File: config.mk
export PLATFORM = sky130hd
export DESIGN_NAME = dmu_arbiter
export DESIGN_NICKNAME = d
export VERILOG_FILES = /design/src/rtl/dmu_arbiter.sv
export SDC_FILE = /design/constraint.sdc
export NUM_CORES = 1
export LEC_CHECK = 0
export CAP_MARGIN = 20
export CORE_ASPECT_RATIO = 0.8
export CORE_UTILIZATION = 37
export DETAILED_ROUTE_END_ITERATION = 10
export GPL_TIMING_DRIVEN = 0
export PLACE_DENSITY_LB_ADDON = 0.05
export SETUP_SLACK_MARGIN = 0.15
export SLEW_MARGIN = 25
export SYNTH_ARGS = -nofsm -noshare
export SYNTH_HDL_FRONTEND = slang
export SYNTH_SLANG_ARGS = --single-unit
File: constraint.sdc
create_clock -name clk -period 1.9 [get_ports clk]
set_clock_uncertainty 0.05 [all_clocks]
set_input_delay 0.38 -clock clk [delete_from_list [all_inputs] [get_ports clk]]
set_output_delay 0.38 -clock clk [all_outputs]
set_load 0.01 [all_outputs]
File: src/rtl/dmu_arbiter.sv
// dmu_arbiter: round-robin two-port arbiter and access sequencer in front of the
// single data-memory unit port. Plain memory accesses spend one ACCESS cycle;
// accesses to the I/O page are stretched to IO_WAIT ACCESS cycles.
module dmu_arbiter #(
    parameter int          ADDR_W  = 16,
    parameter int          DATA_W  = 32,
    parameter logic [7:0]  IO_PAGE = 8'hFF,
    parameter int          IO_WAIT = 2
) (
    input  logic              clk,
    input  logic              rstn,
    input  logic              p0_req,
    input  logic              p0_we,
    input  logic [ADDR_W-1:0] p0_addr,
    input  logic [DATA_W-1:0] p0_wdata,
    output logic              p0_ack,
    output logic [DATA_W-1:0] p0_rdata,
    input  logic              p1_req,
    input  logic              p1_we,
    input  logic [ADDR_W-1:0] p1_addr,
    input  logic [DATA_W-1:0] p1_wdata,
    output logic              p1_ack,
    output logic [DATA_W-1:0] p1_rdata,
    output logic              dmu_rd,
    output logic              dmu_we,
    output logic [ADDR_W-1:0] dmu_addr,
    output logic [DATA_W-1:0] dmu_din,
    input  logic [DATA_W-1:0] dmu_dout,
    output logic              busy,
    output logic              gnt_id
);

    // wait_cnt load value for an I/O access; the counter runs down to zero inclusive
    localparam logic [3:0] WAIT_IO = 4'(IO_WAIT - 1);

    typedef enum logic [1:0] {
        IDLE   = 2'd0,
        ACCESS = 2'd1,
        RESP   = 2'd2
    } state_t;

    state_t                 state, state_nxt;
    logic                   last_gnt;
    logic                   gnt_q;
    logic                   we_q;
    logic                   first_q;
    logic [3:0]             wait_cnt;
    logic [ADDR_W-1:0]      addr_q;
    logic [DATA_W-1:0]      wdata_q;
    logic [1:0][DATA_W-1:0] rdata_q;

    logic                   any_req;
    logic                   win;
    logic                   win_we;
    logic [ADDR_W-1:0]      win_addr;
    logic [DATA_W-1:0]      win_wdata;

    // round-robin pick: a lone requester wins, on a tie the port that lost last time goes
    always_comb begin
        any_req   = p0_req | p1_req;
        win       = (p0_req & p1_req) ? ~last_gnt : p1_req;
        win_we    = win ? p1_we    : p0_we;
        win_addr  = win ? p1_addr  : p0_addr;
        win_wdata = win ? p1_wdata : p0_wdata;
    end

    // next-state logic: IDLE -> ACCESS (until wait_cnt hits zero) -> RESP -> IDLE
    always_comb begin
        state_nxt = state;
        case (state)
            IDLE:    if (any_req) state_nxt = ACCESS;
            ACCESS:  if (wait_cnt == 4'd0) state_nxt = RESP;
            RESP:    state_nxt = IDLE;
            default: state_nxt = IDLE;
        endcase
    end

    // state register; reset aborts any access in flight
    always_ff @(posedge clk or negedge rstn) begin
        if (!rstn) state <= IDLE;
        else       state <= state_nxt;
    end

    // latch the winner's request at grant and count down the ACCESS cycles
    always_ff @(posedge clk or negedge rstn) begin
        if (!rstn) begin
            last_gnt <= 1'b1;
            gnt_q    <= 1'b0;
            we_q     <= 1'b0;
            first_q  <= 1'b0;
            wait_cnt <= 4'd0;
            addr_q   <= '0;
            wdata_q  <= '0;
        end else if (state == IDLE && any_req) begin
            last_gnt <= win;
            gnt_q    <= win;
            we_q     <= win_we;
            first_q  <= 1'b1;
            addr_q   <= win_addr;
            wdata_q  <= win_wdata;
            wait_cnt <= (win_addr[ADDR_W-1 -: 8] == IO_PAGE) ? WAIT_IO : 4'd0;
        end else if (state == ACCESS) begin
            first_q <= 1'b0;
            if (wait_cnt != 4'd0) wait_cnt <= wait_cnt - 4'd1;
        end
    end

    // read data is taken on the last ACCESS cycle; the other port's register is untouched
    always_ff @(posedge clk or negedge rstn) begin
        if (!rstn)
            rdata_q <= '0;
        else if (state == ACCESS && wait_cnt == 4'd0 && !we_q)
            rdata_q[gnt_q] <= dmu_dout;
    end

    // rd is held for the whole stretched access; we only on the first cycle so an
    // I/O device sees exactly one write strobe
    assign dmu_rd   = (state == ACCESS) & ~we_q;
    assign dmu_we   = (state == ACCESS) & we_q & first_q;
    assign dmu_addr = addr_q;
    assign dmu_din  = wdata_q;

    assign busy     = (state != IDLE);
    assign gnt_id   = gnt_q;
    assign p0_ack   = (state == RESP) & ~gnt_q;
    assign p1_ack   = (state == RESP) &  gnt_q;
    assign p0_rdata = rdata_q[0];
    assign p1_rdata = rdata_q[1];

endmodule

After elaboration in Yosys (flattened, before gate mapping)
Index checks and enable logic that the tools add are counted.
{"block": "word_totals", "output_inout_bits": 118, "input_bits": 134, "ff_bits": 122, "wordCells": 57}
{"block": "op_classes", "n_eq_ne": 5, "muxes": 16, "bitwise_logic": 10, "order_cmp": 2, "addsub": 1, "reduce_logical": 13}
{"operator": "$bwmux 64", "n": 1}
{"operator": "$mux 32", "n": 2}
{"operator": "$demux 32 s1", "n": 1}
{"operator": "$mux 16", "n": 1}
{"operator": "$mux 4", "n": 3}
{"operator": "$eq 8x8->1 const B", "n": 1}
{"operator": "$and 1x1->1", "n": 6}
{"operator": "$reduce_bool 2->1", "n": 3}
{"operator": "$mux 1", "n": 5}
{"operator": "$logic_and 1x1->1", "n": 4}
{"operator": "$logic_not 4->1", "n": 1}
{"operator": "$mux 2", "n": 2}
{"operator": "$ne 2x2->1 const B", "n": 2}
{"operator": "$pmux 2 s2", "n": 1}
{"operator": "$reduce_and 2->1", "n": 2}
{"operator": "$reduce_bool 4->1", "n": 1}
{"operator": "$sub 4x1->4 const B", "n": 1}
{"operator": "$not 1->1", "n": 3}
{"operator": "$eq 2x1->1 const B", "n": 1}
{"operator": "$eq 2x2->1 const B", "n": 1}
{"operator": "$logic_not 2->1", "n": 1}
{"operator": "$lt 1x2->1 const B", "n": 1}
{"operator": "$ge 1x1->1 const B", "n": 1}
{"operator": "$logic_not 1->1", "n": 1}
{"operator": "$or 1x1->1", "n": 1}

Longest topological paths before layout
Gate-level depths: netlist of run 1.
{"block": "depth", "ltp_word": 6, "depth_mapped": 8, "ltp_nobuf": 6}

Least setup slack after synthesis of run 1
No wires, ideal clock.
{"block": "synth_timing", "kind": "register -> register", "startpoint": "register wait_cnt[0]", "endpoint": "register rdata_q, in the netlist p0_rdata[21]", "synth_period_minus_slack_ns": 2.038, "n_path_buf": 2, "slack_ns": -0.138, "arrival_time_ns": 1.864, "path_stages_with_launch": 8, "required_time_ns": 1.725, "setup_ns": 0.125, "cell_sequence": "dfrtp_1 -> inv_1 -> ha_1 -> or3b_1 -> buf_6 -> nor4_4 -> buf_6 -> mux2_2"}
{"block": "synth_between", "elab_chain_len": 3}
{"element": "start, declared", "line_no": "47", "text": "logic [3:0] wait_cnt;"}
{"element": "start signal, assigned", "line_no": "101", "text": "wait_cnt <= (win_addr[ADDR_W-1 -: 8] == IO_PAGE) ? WAIT_IO : 4'd0;"}
{"element": "start signal, assigned", "line_no": "104", "text": "if (wait_cnt != 4'd0) wait_cnt <= wait_cnt - 4'd1;"}
{"element": "$logic_not 4->1", "line_no": "112", "text": "else if (state == ACCESS && wait_cnt == 4'd0 && !we_q)"}
{"element": "$logic_and 1x1->1 (2 in a row)", "line_no": "112"}
{"element": "end signal, assigned by index", "line_no": "113", "text": "rdata_q[gnt_q] <= dmu_dout;"}
{"element": "end, declared", "line_no": "50", "text": "logic [1:0][DATA_W-1:0] rdata_q;"}
Every way passes these cells.
A chain may end at the register's enable or synchronous reset.

Final worst setup path of run 1
{"block": "layout_timing", "startpoint": "register wait_cnt[0]", "endpoint": "register rdata_q, in the netlist p1_rdata[4]"}
Same word-level chain as after synthesis.

==> results of run 1 <==
-- Yosys cell counts, drive strengths merged (2+ instances only) --
master	count
ha	2
xor2	2
nor3	3
mux2	65
nor3b	2
dfrtp	121
o21ai	52
nand2	53
mux2i	48
nand3	4
clkbuf	11
nor2	7
inv	3
and3	3
buf	13
-- critical path, delay by kind of cell, from the launching register on --
family                     cells  cell delay [ns]
DFF                            1             0.39
muxes                          1             0.30
adders and majority gates      1             0.15
and+or+nand+nor                3             0.61
buffers and inverters          4             0.52
-- report_power, final --
group | switching, mW | internal, mW
clock | 1.19 | 2.19
sequential | 0.722 | 3.92
combinational | 2.89 | 3.73
-- area by class of cell --
class | count | area [um^2]
buffer | 24 | 223
clock buffer | 17 | 425
clock inverter | 14 | 198
fill | 1039 | 4470
inverter | 3 | 13.8
multi-input combinational | 255 | 2090
sequential | 122 | 3060
tap | 180 | 225
timing repair buffer | 277 | 2900
-- cells by family after synthesis --
logic type,synth area share
AND/OR/NAND/NOR,0.0735
XOR/XNOR,0.00340
AO/OA/AOI/OAI,0.0590
buffers and inverters,0.0313
multiplexers,0.236
flip-flops,0.592
adder cells (fa/ha/maj),0.00485
-- layer usage --
layer / vias up / wire [um] / global-route usage
li1: 2007 / - / -
met1: 2064 / 6130 / 0.245
met2: 171 / 7460 / 0.358
met3: 21 / 1320 / 0.0895
met4: 0 / 320 / 0.0836
met5: - / 0 / 0
-- through the flow --
| stage | power, mW | setup TNS [ns] | hold slack, ns | setup slack, ns |
|---|---|---|---|---|
| 2_1_floorplan | 7.37 | -3.67 | 0.0344 | -0.124 |
| 3_3_place_gp | 10.8 | -570.27 | 0.408 | -4.38 |
| 3_5_place_dp | 11.0 | -39.77 | 0.230 | -0.613 |
| 4_1_cts | 14.7 | -13.85 | 0.396 | -0.262 |
| 5_1_grt | 15.5 | -16.32 | 0.416 | -0.309 |
| 6_report | 14.6 | -12.40 | 0.396 | -0.246 |
-- flip-flops by register name, summed over array words and instances (netlist names) --
register / flops
dmu_addr: 16
last_gnt: 1
we_q: 1
first_q: 1
wait_cnt: 4
p0_rdata: 32
state: 2
p1_rdata: 32
dmu_din: 32
gnt_id: 1
-- placed cells by master (no fill, tap or decap), drive strengths merged, types with 3 or more instances in the layout --
| cell | instances |
|---|---|
| dlymetal6s2s | 57 |
| buf | 43 |
| clkdlybuf4s50 | 138 |
| bufinv | 4 |
| mux2i | 48 |
| clkbuf | 29 |
| inv | 4 |
| dlygate4sd2 | 50 |
| nor2 | 7 |
| nor3 | 3 |
| o21ai | 52 |
| nand3 | 4 |
| clkinv | 7 |
| dfrtp | 121 |
| mux2 | 65 |
| and3 | 3 |
| nand2 | 53 |
-- final timing paths --
path,from,to,cells after the start
min,rstn,p1_rdata[21],2
min reg2reg,dmu_din[17],dmu_din[17],2
min in group clk,dmu_din[17],dmu_din[17],2
max reg2reg,wait_cnt[0],p1_rdata[4],9
max in group asynchronous,rstn,gnt_id,3
max,wait_cnt[0],p1_rdata[4],9
-- what timing repair did --
action	CTS	global route
endpoints found under the hold margin	38	0
resized for setup	133	81
gates cloned	1	2
endpoints found under the setup margin	170	157
buffers inserted	17	4
pin swaps	5	3
hold buffers	1	0
==> run_results.csv, run 1 <==
group,metric,value,unit
worst_setup_path,crit_type,"register to register",
global_route,antenna_found_initial,0,
worst_setup_path,reg2reg_slack,-0.25,ns
drt,drt-total-wl,15200,um
synthesis,ys.warnings.count,0,
drt,drt_iter0_drc,122,
clocking,h-tree-depth,4,
worst_setup_path,cpPeakStageDelay,0.39,ns
clocking,clkTransAtPathRegs,0.06,ns
floorplanning,die_w,134,um
synthesis,synth_fp_nets,540,
timing,slew_headroom,0.725,
power_and_ir_drop,leakagePower,4.67,nW
run,max-cap-violations,0,
placed_design,dp_hpwl,10700,um
worst_setup_path,worstPathRequired,2.14,ns
worst_setup_path,cp_slowest_cell,"dfrtp_1",
synthesis,synth-edff-count,0,
clocking,insertion_delay,0.40,ns
synthesis,synth_ff_type,"dfrtp_1",
outcome,violations,"negative setup slack",
drt,wl_per_cell,17.1,um
clocking,cts.sinks,122,
synthesis,yosysSeqAreaShare,0.592,
worst_setup_path,cpMostUsedCell,"buf_6",
worst_setup_path,cp-start-kind,"register",
global_route,grt_overflow,0,
power_and_ir_drop,power_density,1600,mW/mm^2
global_route,grt_start_max_net_pins,84,
synthesis,synthCells,404,
outcome,status,"complete, but fails checks",
finish,drive_above_1_share,0.229,
floorplanning,die_h,108,um
drt,vias_per_cell,4.78,
placed_design,routabilityCongestion,0.781,
clocking,cts_root_buffer,"clkbuf_16",
finish,final_nets,836,
timing,worst_pin_slew,0.412,ns
finish,fin_util,0.672,
timing,finalSetupViolCount,64,
timing,period_needed,2.15,ns
floorplanning,io_pins,252,
drt,via_count,4263,
floorplanning,dieArea,0.0144,mm^2
floorplanning,core_area,0.0136,mm^2
global_route,track_usage,0.215,
global_route,grt_pass1_vias,4535,
power_and_ir_drop,vdd_drop_max,719,uV
placed_design,place_inst,836,
placed_design,port_buffers,251,
clocking,tritoncts,"done",
synthesis,async_reset_ff_frac,1.00,
synthesis,synth_top_area_frac,0.587,
timing,slew_violations,0,
synthesis,synth_area,0.00516,mm^2
worst_setup_path,cp_data_arrival_time,2.39,ns
timing,finalCritPeriodShare,1.13,
drt,first_pass_iters,6,
synthesis,ys_ff_latch,122,
drt,antenna_left,0,
timing,rsz0062_at_grt,"true",
timing,maxClockFrequency,0.466,GHz
clocking,cts_buffers,17,
synthesis,synth.avg_cell_area,12.8,um^2
floorplanning,rows,38,
finish,final_area,0.00913,mm^2
finish,area_growth,77.1,%
clocking,cts_buffer_depth,2,
placed_design,placed_area,0.00793,mm^2
finish,final_cells,892,
floorplanning,start_util,0.379,
hold_path,hp-class,"input port to async pin",
timing,finalHoldViolations,0,
finish,antennaDiodeCount,0,
global_route,grt_pass1_wl,23400,um
synthesis,synthTopCellsByArea,"dfrtp_1, mux2_2, mux2i_1",
worst_setup_path,cp_max_fo,10,
drt,drc,0,
synthesis,synth_area_leader_cell,"dfrtp_1",
timing,layout_setup_ws,-0.246,ns
synthesis,yosys.cell_types.count,35,
worst_setup_path,end_kind,"register",
worst_setup_path,crit_chain,"inv_2 -> ha_2 -> or3b_1 -> buf_6 -> buf_4 -> nor3_4 -> nand2_4 -> buf_6 -> mux2_4",
No activity file was read; power rests on OpenSTA's default activity.
==> inputs of run 2 (changes only) <==
--- a/config.mk
+++ b/config.mk
@@ -5,7 +5,6 @@
 export SDC_FILE = /design/constraint.sdc
 export NUM_CORES = 1
 export LEC_CHECK = 0
-export CAP_MARGIN = 20
 export CORE_ASPECT_RATIO = 0.8
 export CORE_UTILIZATION = 37
 export DETAILED_ROUTE_END_ITERATION = 10
==> results of run 2 <==
Same layout as run 1: the final DEF is identical, and so are final timing and power.
